<file path="config.mk">
export PLATFORM = sky130hd
export DESIGN_NAME = turbo_stream_receiver
export DESIGN_NICKNAME = d
export VERILOG_FILES = /design/src/rtl/turbo_pkg.sv /design/src/rtl/turbo_stream_receiver_reencoder.sv /design/src/rtl/turbo_stream_receiver.sv
export SDC_FILE = /design/constraint.sdc
export NUM_CORES = 1
export LEC_CHECK = 0
export CORE_MARGIN = 1.5
export CORE_UTILIZATION = 45
export DETAILED_ROUTE_END_ITERATION = 16
export PLACE_DENSITY = 0.76
export SLEW_MARGIN = 10
export SYNTH_ARGS = -nofsm -noshare
export SYNTH_HDL_FRONTEND = slang
export SYNTH_SLANG_ARGS = --single-unit
</file>
<file path="constraint.sdc">
create_clock -name clk -period 3.83 [get_ports clk]
set_input_delay 0.766 -clock clk [delete_from_list [all_inputs] [get_ports clk]]
set_output_delay 0.766 -clock clk [all_outputs]
set_load 0.02 [all_outputs]
</file>
<file path="src/rtl/turbo_pkg.sv">
// Shared constants, generator taps and FSM state type for the turbo stream receiver.
package turbo_pkg;

    localparam int K_DEFAULT = 40;
    localparam int TAIL_LEN  = 3;

    // Generator taps over the shift register {D3, D2, D1}
    localparam logic [2:0] G_FB = 3'b110;
    localparam logic [2:0] G_FF = 3'b101;

    typedef enum logic [2:0] {
        IDLE,
        DATA_A,
        DATA_B,
        TAIL_A,
        TAIL_B,
        DONE
    } rx_state_t;

endpackage

</file>
<file path="src/rtl/turbo_stream_receiver_reencoder.sv">
// Local RSC re-encoder: predicts the parity (and tail systematic) bit for the
// current trellis step from the received systematic bit, and advances one step
// per enable. state_zero reports whether the register will be zero after the
// pending step, so a termination check can be made in the same cycle.
module rsc_reencoder
    import turbo_pkg::*;
(
    input  logic clk,
    input  logic reset,
    input  logic clear,
    input  logic step_en,
    input  logic tail_mode,
    input  logic x_in,
    output logic z_exp,
    output logic x_exp,
    output logic state_zero
);

    logic [2:0] s;
    logic [2:0] s_next;
    logic       fb;
    logic       ff;
    logic       f;

    // Feedback/feed-forward taps; in tail mode the input cancels the feedback
    always_comb begin
        fb         = ^(s & G_FB);
        ff         = ^(s & G_FF);
        x_exp      = fb;
        f          = tail_mode ? 1'b0 : (x_in ^ fb);
        z_exp      = f ^ ff;
        s_next     = {s[1], s[0], f};
        state_zero = (s_next == 3'b000);
    end

    // Shift register: cleared at block start, advanced once per trellis step
    always_ff @(posedge clk) begin
        if (reset) begin
            s <= 3'b000;
        end else if (clear) begin
            s <= 3'b000;
        end else if (step_en) begin
            s <= s_next;
        end
    end

endmodule

</file>
<file path="src/rtl/turbo_stream_receiver.sv">
// Receive side of the turbo encoder's two-lane serial output. Demultiplexes
// beats back into x, z and z' per step, re-encodes x to check z and the rsc_1
// tail, and reports per-block parity errors.
module turbo_stream_receiver
    import turbo_pkg::*;
#(
    parameter int K    = K_DEFAULT,
    parameter int TAIL = TAIL_LEN,
    parameter int ERRW = 8
)
(
    input  logic            clk,
    input  logic            reset,
    input  logic            in0,
    input  logic            in1,
    input  logic            valid_in,
    output logic            x_out,
    output logic            z_out,
    output logic            zp_out,
    output logic            data_valid,
    output logic            block_done,
    output logic            parity_err,
    output logic [ERRW-1:0] err_count,
    output logic            busy
);

    localparam int CW = $clog2(K + 1);
    localparam int EW = ERRW + 1;

    rx_state_t     state;
    rx_state_t     next_state;
    logic [CW-1:0] step_cnt;
    logic          x_cap;
    logic          z_cap;
    logic          capture;
    logic          start;
    logic          step_en;
    logic          tail_mode;
    logic          data_step;
    logic          data_last;
    logic          last_tail;
    logic          z_exp;
    logic          x_exp;
    logic          state_zero;
    logic          step_mismatch;
    logic [1:0]    err_inc;
    logic [EW-1:0] err_sum;

    rsc_reencoder u_reencoder (
        .clk        (clk),
        .reset      (reset),
        .clear      (start),
        .step_en    (step_en),
        .tail_mode  (tail_mode),
        .x_in       (x_cap),
        .z_exp      (z_exp),
        .x_exp      (x_exp),
        .state_zero (state_zero)
    );

    // State register
    always_ff @(posedge clk) begin
        if (reset) begin
            state <= IDLE;
        end else begin
            state <= next_state;
        end
    end

    // Next-state and per-beat control; nothing moves while valid_in is low
    always_comb begin
        next_state = state;
        capture    = 1'b0;
        start      = 1'b0;
        step_en    = 1'b0;
        tail_mode  = 1'b0;
        data_step  = 1'b0;
        data_last  = 1'b0;
        last_tail  = 1'b0;
        case (state)
            IDLE: begin
                if (valid_in) begin
                    capture    = 1'b1;
                    start      = 1'b1;
                    next_state = DATA_B;
                end
            end
            DATA_A: begin
                if (valid_in) begin
                    capture    = 1'b1;
                    next_state = DATA_B;
                end
            end
            DATA_B: begin
                if (valid_in) begin
                    step_en   = 1'b1;
                    data_step = 1'b1;
                    if (step_cnt == CW'(K - 1)) begin
                        data_last  = 1'b1;
                        next_state = TAIL_A;
                    end else begin
                        next_state = DATA_A;
                    end
                end
            end
            TAIL_A: begin
                tail_mode = 1'b1;
                if (valid_in) begin
                    capture    = 1'b1;
                    next_state = TAIL_B;
                end
            end
            TAIL_B: begin
                tail_mode = 1'b1;
                if (valid_in) begin
                    step_en = 1'b1;
                    if (step_cnt == CW'(TAIL - 1)) begin
                        last_tail  = 1'b1;
                        next_state = DONE;
                    end else begin
                        next_state = TAIL_A;
                    end
                end
            end
            DONE: begin
                next_state = IDLE;
            end
            default: begin
                next_state = IDLE;
            end
        endcase
    end

    // Mismatch events for this step, plus the termination check on the last tail step
    always_comb begin
        step_mismatch = 1'b0;
        if (step_en) begin
            step_mismatch = tail_mode ? ((x_cap != x_exp) || (z_cap != z_exp))
                                      : (z_cap != z_exp);
        end
        err_inc = {1'b0, step_mismatch} + {1'b0, last_tail & ~state_zero};
        err_sum = {1'b0, err_count} + EW'(err_inc);
    end

    // Step counter: counts data steps, then restarts to count tail steps
    always_ff @(posedge clk) begin
        if (reset) begin
            step_cnt <= '0;
        end else if (start) begin
            step_cnt <= '0;
        end else if (step_en) begin
            if (data_last || last_tail) begin
                step_cnt <= '0;
            end else begin
                step_cnt <= step_cnt + CW'(1);
            end
        end
    end

    // Hold beat A lanes until beat B completes the step
    always_ff @(posedge clk) begin
        if (reset) begin
            x_cap <= 1'b0;
            z_cap <= 1'b0;
        end else if (capture) begin
            x_cap <= in0;
            z_cap <= in1;
        end
    end

    // Registered data outputs, strobed once per data step
    always_ff @(posedge clk) begin
        if (reset) begin
            x_out      <= 1'b0;
            z_out      <= 1'b0;
            zp_out     <= 1'b0;
            data_valid <= 1'b0;
        end else if (data_step) begin
            x_out      <= x_cap;
            z_out      <= z_cap;
            zp_out     <= in0;
            data_valid <= 1'b1;
        end else begin
            data_valid <= 1'b0;
        end
    end

    // Per-block error status: cleared on the first beat, saturating count
    always_ff @(posedge clk) begin
        if (reset) begin
            err_count  <= '0;
            parity_err <= 1'b0;
        end else if (start) begin
            err_count  <= '0;
            parity_err <= 1'b0;
        end else if (err_inc != 2'd0) begin
            err_count  <= err_sum[ERRW] ? '1 : err_sum[ERRW-1:0];
            parity_err <= 1'b1;
        end
    end

    assign block_done = (state == DONE);
    assign busy       = (state != IDLE);

endmodule
</file>
==> flow_metrics.env <==
export IMPL_status="complete, no violations"
export IMPL_tns_ns=0
export IMPL_mappedNetlistArea_um2=1410
export IMPL_die_w_um=59.1
export IMPL_seqPwrFrac_pct=61.0
export IMPL_clock_sinks=27
export IMPL_maxSlewViolCount=0
export IMPL_cts_buffer_depth=2
export IMPL_crit_path_end_kind="flop"
export IMPL_routabilityCongestion=0.819
export IMPL_firstDrtPassIters=4
export IMPL_portBuffers=19
export IMPL_hpwlAfterDp_um=2220
export IMPL_crit_path_cell_trace="clkdlybuf4s50_1, nor2b_1, nand2_1, a211oi_1, ha_1, ha_1, inv_1, fa_1, nor3_1, nand3_1, a21oi_1"
export IMPL_setup_viol=0
export IMPL_intPower_uw=355
export IMPL_cts_resized=0
export IMPL_rsz0062_at_grt="no"
export IMPL_max_stage_delay_ns=0.59
export IMPL_holdBufCountCts=0
export IMPL_initial_utilization_pct=46.7
export IMPL_clk_latency_ns=0.32
export IMPL_crit_slowest_cell="clkdlybuf4s50_1"
export IMPL_drt_antenna_violating_nets=0
export IMPL_synth_top_area_share_pct=38.2
export IMPL_rows=20
export IMPL_grt_max_degree=17
export IMPL_route_detailed_drc=0
export IMPL_crit_start="valid_in"
export IMPL_design_area_um2=1670
export IMPL_synth_largest_area_cell="dfxtp_1"
export IMPL_h_tree_depth=1
export IMPL_synthCells=162
export IMPL_antenna_found_initial=0
export IMPL_power_uw=486
export IMPL_holdCritPathClass="flop to flop"
export IMPL_cpMostUsedCell="ha_1"
export IMPL_wl_per_cell_um=12.9
export IMPL_cp_start_kind="input port"
export IMPL_comb_power_share_pct=13.2
export IMPL_synthDistinctLibCells=38
export IMPL_antenna_cells=0
export IMPL_finalNetCount=193
export IMPL_min_period_ns=3.22
export IMPL_drt_wl_total_um=2890
export IMPL_p_clk_share_pct=25.9
export IMPL_cts_buffers=3
export IMPL_grt_pass1_vias=1115
export IMPL_area_growth_pct=18.3
export IMPL_overflow=0
export IMPL_drv_cap=0
export IMPL_synth_area_top_cells="dfxtp_1 38%, ha_1 5.3%, nor2_1 5.0%"
export IMPL_arrival_ns=3.49
export IMPL_power_leakage_uw=0.000618
export IMPL_grt_usage_pct=18.5
export IMPL_worst_slack_ns=0.608
export IMPL_p_per_area_nw_per_um2=290
export IMPL_core_um2=3030
export IMPL_switching_share_pct=26.9
export IMPL_cp_max_fo=8
export IMPL_p_switching_uw=131
export IMPL_syn_nets=174
export IMPL_dpl_worst_slack_ns=0.280
export IMPL_grt_pass1_wl_um=4960
export IMPL_clk_pin_slew_ns=0.15
export IMPL_drive_gt1_share_pct=7.22
export IMPL_cts_tree="yes"
export IMPL_path_class="input port to flop"
export IMPL_placed_area_um2=1640
export IMPL_drt_iter0_drc=112
export IMPL_timing_final_crit_share_pct=84.1
export IMPL_ys_ff_latch=27
export IMPL_hp_start="parity_err"
export IMPL_cp_required_ns=4.10
export IMPL_clock_skew_final_ns=0.00805
export IMPL_synth_seq_area_share_pct=38.2
export IMPL_tightestPinTransition_ns=0.492
export IMPL_yosys_warnings=0
export IMPL_post_cts_buffers=0
export IMPL_num_vias=1202
export IMPL_io_pins=20
export IMPL_fillCellCount=279
export IMPL_post_route_util_pct=55.2
export IMPL_r2r_start="state[2]"
export IMPL_dieHeight_um=59.1
export IMPL_peakVddDrop_v=0.000163
export IMPL_cts_root_buf="clkbuf_4"
export IMPL_hold_viol_final=0
export IMPL_fmax_mhz=310
export IMPL_syn_area_per_cell_um2=8.73
export IMPL_via_per_inst=5.37
export IMPL_die_area_um2=3490
export IMPL_max_slew_margin_rel_pct=66.9
-- flip-flops by register name, indices dropped and copies added, names as in the netlist --
| register | cells |
|---|---|
| z_cap | 1 |
| state | 3 |
| x_cap | 1 |
| zp_out | 1 |
| step_cnt | 6 |
| parity_err | 1 |
| x_out | 1 |
| u_reencoder.s | 3 |
| err_count | 8 |
| z_out | 1 |
| data_valid | 1 |
-- worst max-delay path: cells and delay by family --
family                     cells  cell delay, ns
and+or+nand+nor                4            0.92
adders and majority gates      3            0.75
buffers and inverters          2            0.64
AOI/OAI and AO/OA              2            0.41
-- power by group through the flow --
stage / clock network (uW) / registers [uW] / logic (uW)
final: 126 / 296 / 64.0
after global routing: 139 / 297 / 70.7
after CTS: 130 / 296 / 64.4
after detailed placement: 0 / 302 / 64.0
after global placement: 0 / 301 / 62.4
after floorplan: 0 / 299 / 44.8
-- metal layers --
layer	vias up	global-route usage, %	share of wire, %
met3	4	1.97	3.6
met1	568	26.3	48
met5	-	0	0
met2	28	30.0	47
li1	602	-	-
met4	0	5.19	0.83
-- placed cells by master, fill, tap and decap left out, drive strengths merged, types with 2 or more instances in the layout --
master and n:
a211oi 2, a21oi 14, a31oi 2, and3 6, buf 3, clkbuf 3, clkdlybuf4s50 19, dfxtp 27
ha 6, inv 9, mux2i 7, nand2 5, nand3 13, nand4 3, nor2 19, nor2b 3
nor3 3, o21ai 4, o31ai 2, xnor2 6, xor2 7
-- path summary, 6_finish.rpt --
kind | cells after the start | slack (ns) | to
worst min-delay path | 2 | 0.47 | parity_err
worst max register to register | 11 | 0.83 | err_count[2]
worst min register to register | 2 | 0.47 | parity_err
worst max-delay path | 11 | 0.61 | err_count[2]
-- logic make-up after synthesis --
kind of cell	after synthesis	share of synthesized area, %
xor gates and xnor gates	13	8.58
DFF	27	38.2
and+or+nand+nor	62	23.6
AOI/OAI and AO/OA	28	11.9
muxes	8	5.75
adders and majority gates	7	6.73
buffers and inverters	17	5.13
-- through the flow --
| step | hold slack [ns] | std cells |
|---|---|---|
| global placement | 0.441 | 220 |
| floorplan | 0.472 | 162 |
| global route | 0.478 | 224 |
| detailed placement | 0.450 | 220 |
| finish | 0.466 | 224 |
| CTS | 0.470 | 224 |
-- area by class of cell --
cell class / count / area [um2] / area share (%)
tap: 44 / 55.1 / 3.29
sequential: 27 / 541 / 32.3
timing repair buffer: 22 / 213 / 12.7
clock inverter: 1 / 7.51 / 0.449
inverter: 9 / 33.8 / 2.02
multi-input combinational: 118 / 801 / 47.9
clock buffer: 3 / 22.5 / 1.35
-- cell usage after synthesis --
master / n
o311a_1: 1
and3b_1: 1
nor4b_1: 1
nor4bb_1: 1
fa_1: 1
nor2_1: 19
a211o_1: 1
a21o_1: 1
nor3b_1: 1
nand3_1: 13
mux2i_1: 7
buf_2: 4
a21oi_1: 14
o31ai_1: 2
xor2_1: 6
and4_1: 1
a311o_1: 1
ha_1: 6
buf_4: 1
a211oi_1: 2
mux2_2: 1
xor2_2: 1
or2_2: 1
o21ai_0: 4
or4_1: 1
nor3_1: 3
or2b_4: 1
a31oi_1: 2
dfxtp_1: 27
clkbuf_1: 3
and2_2: 1
xnor2_1: 6
nor2b_1: 3
inv_1: 9
nand2_1: 5
and3_1: 6
and4bb_2: 1
nand4_1: 3
No activity file was read; power rests on OpenSTA's default activity.
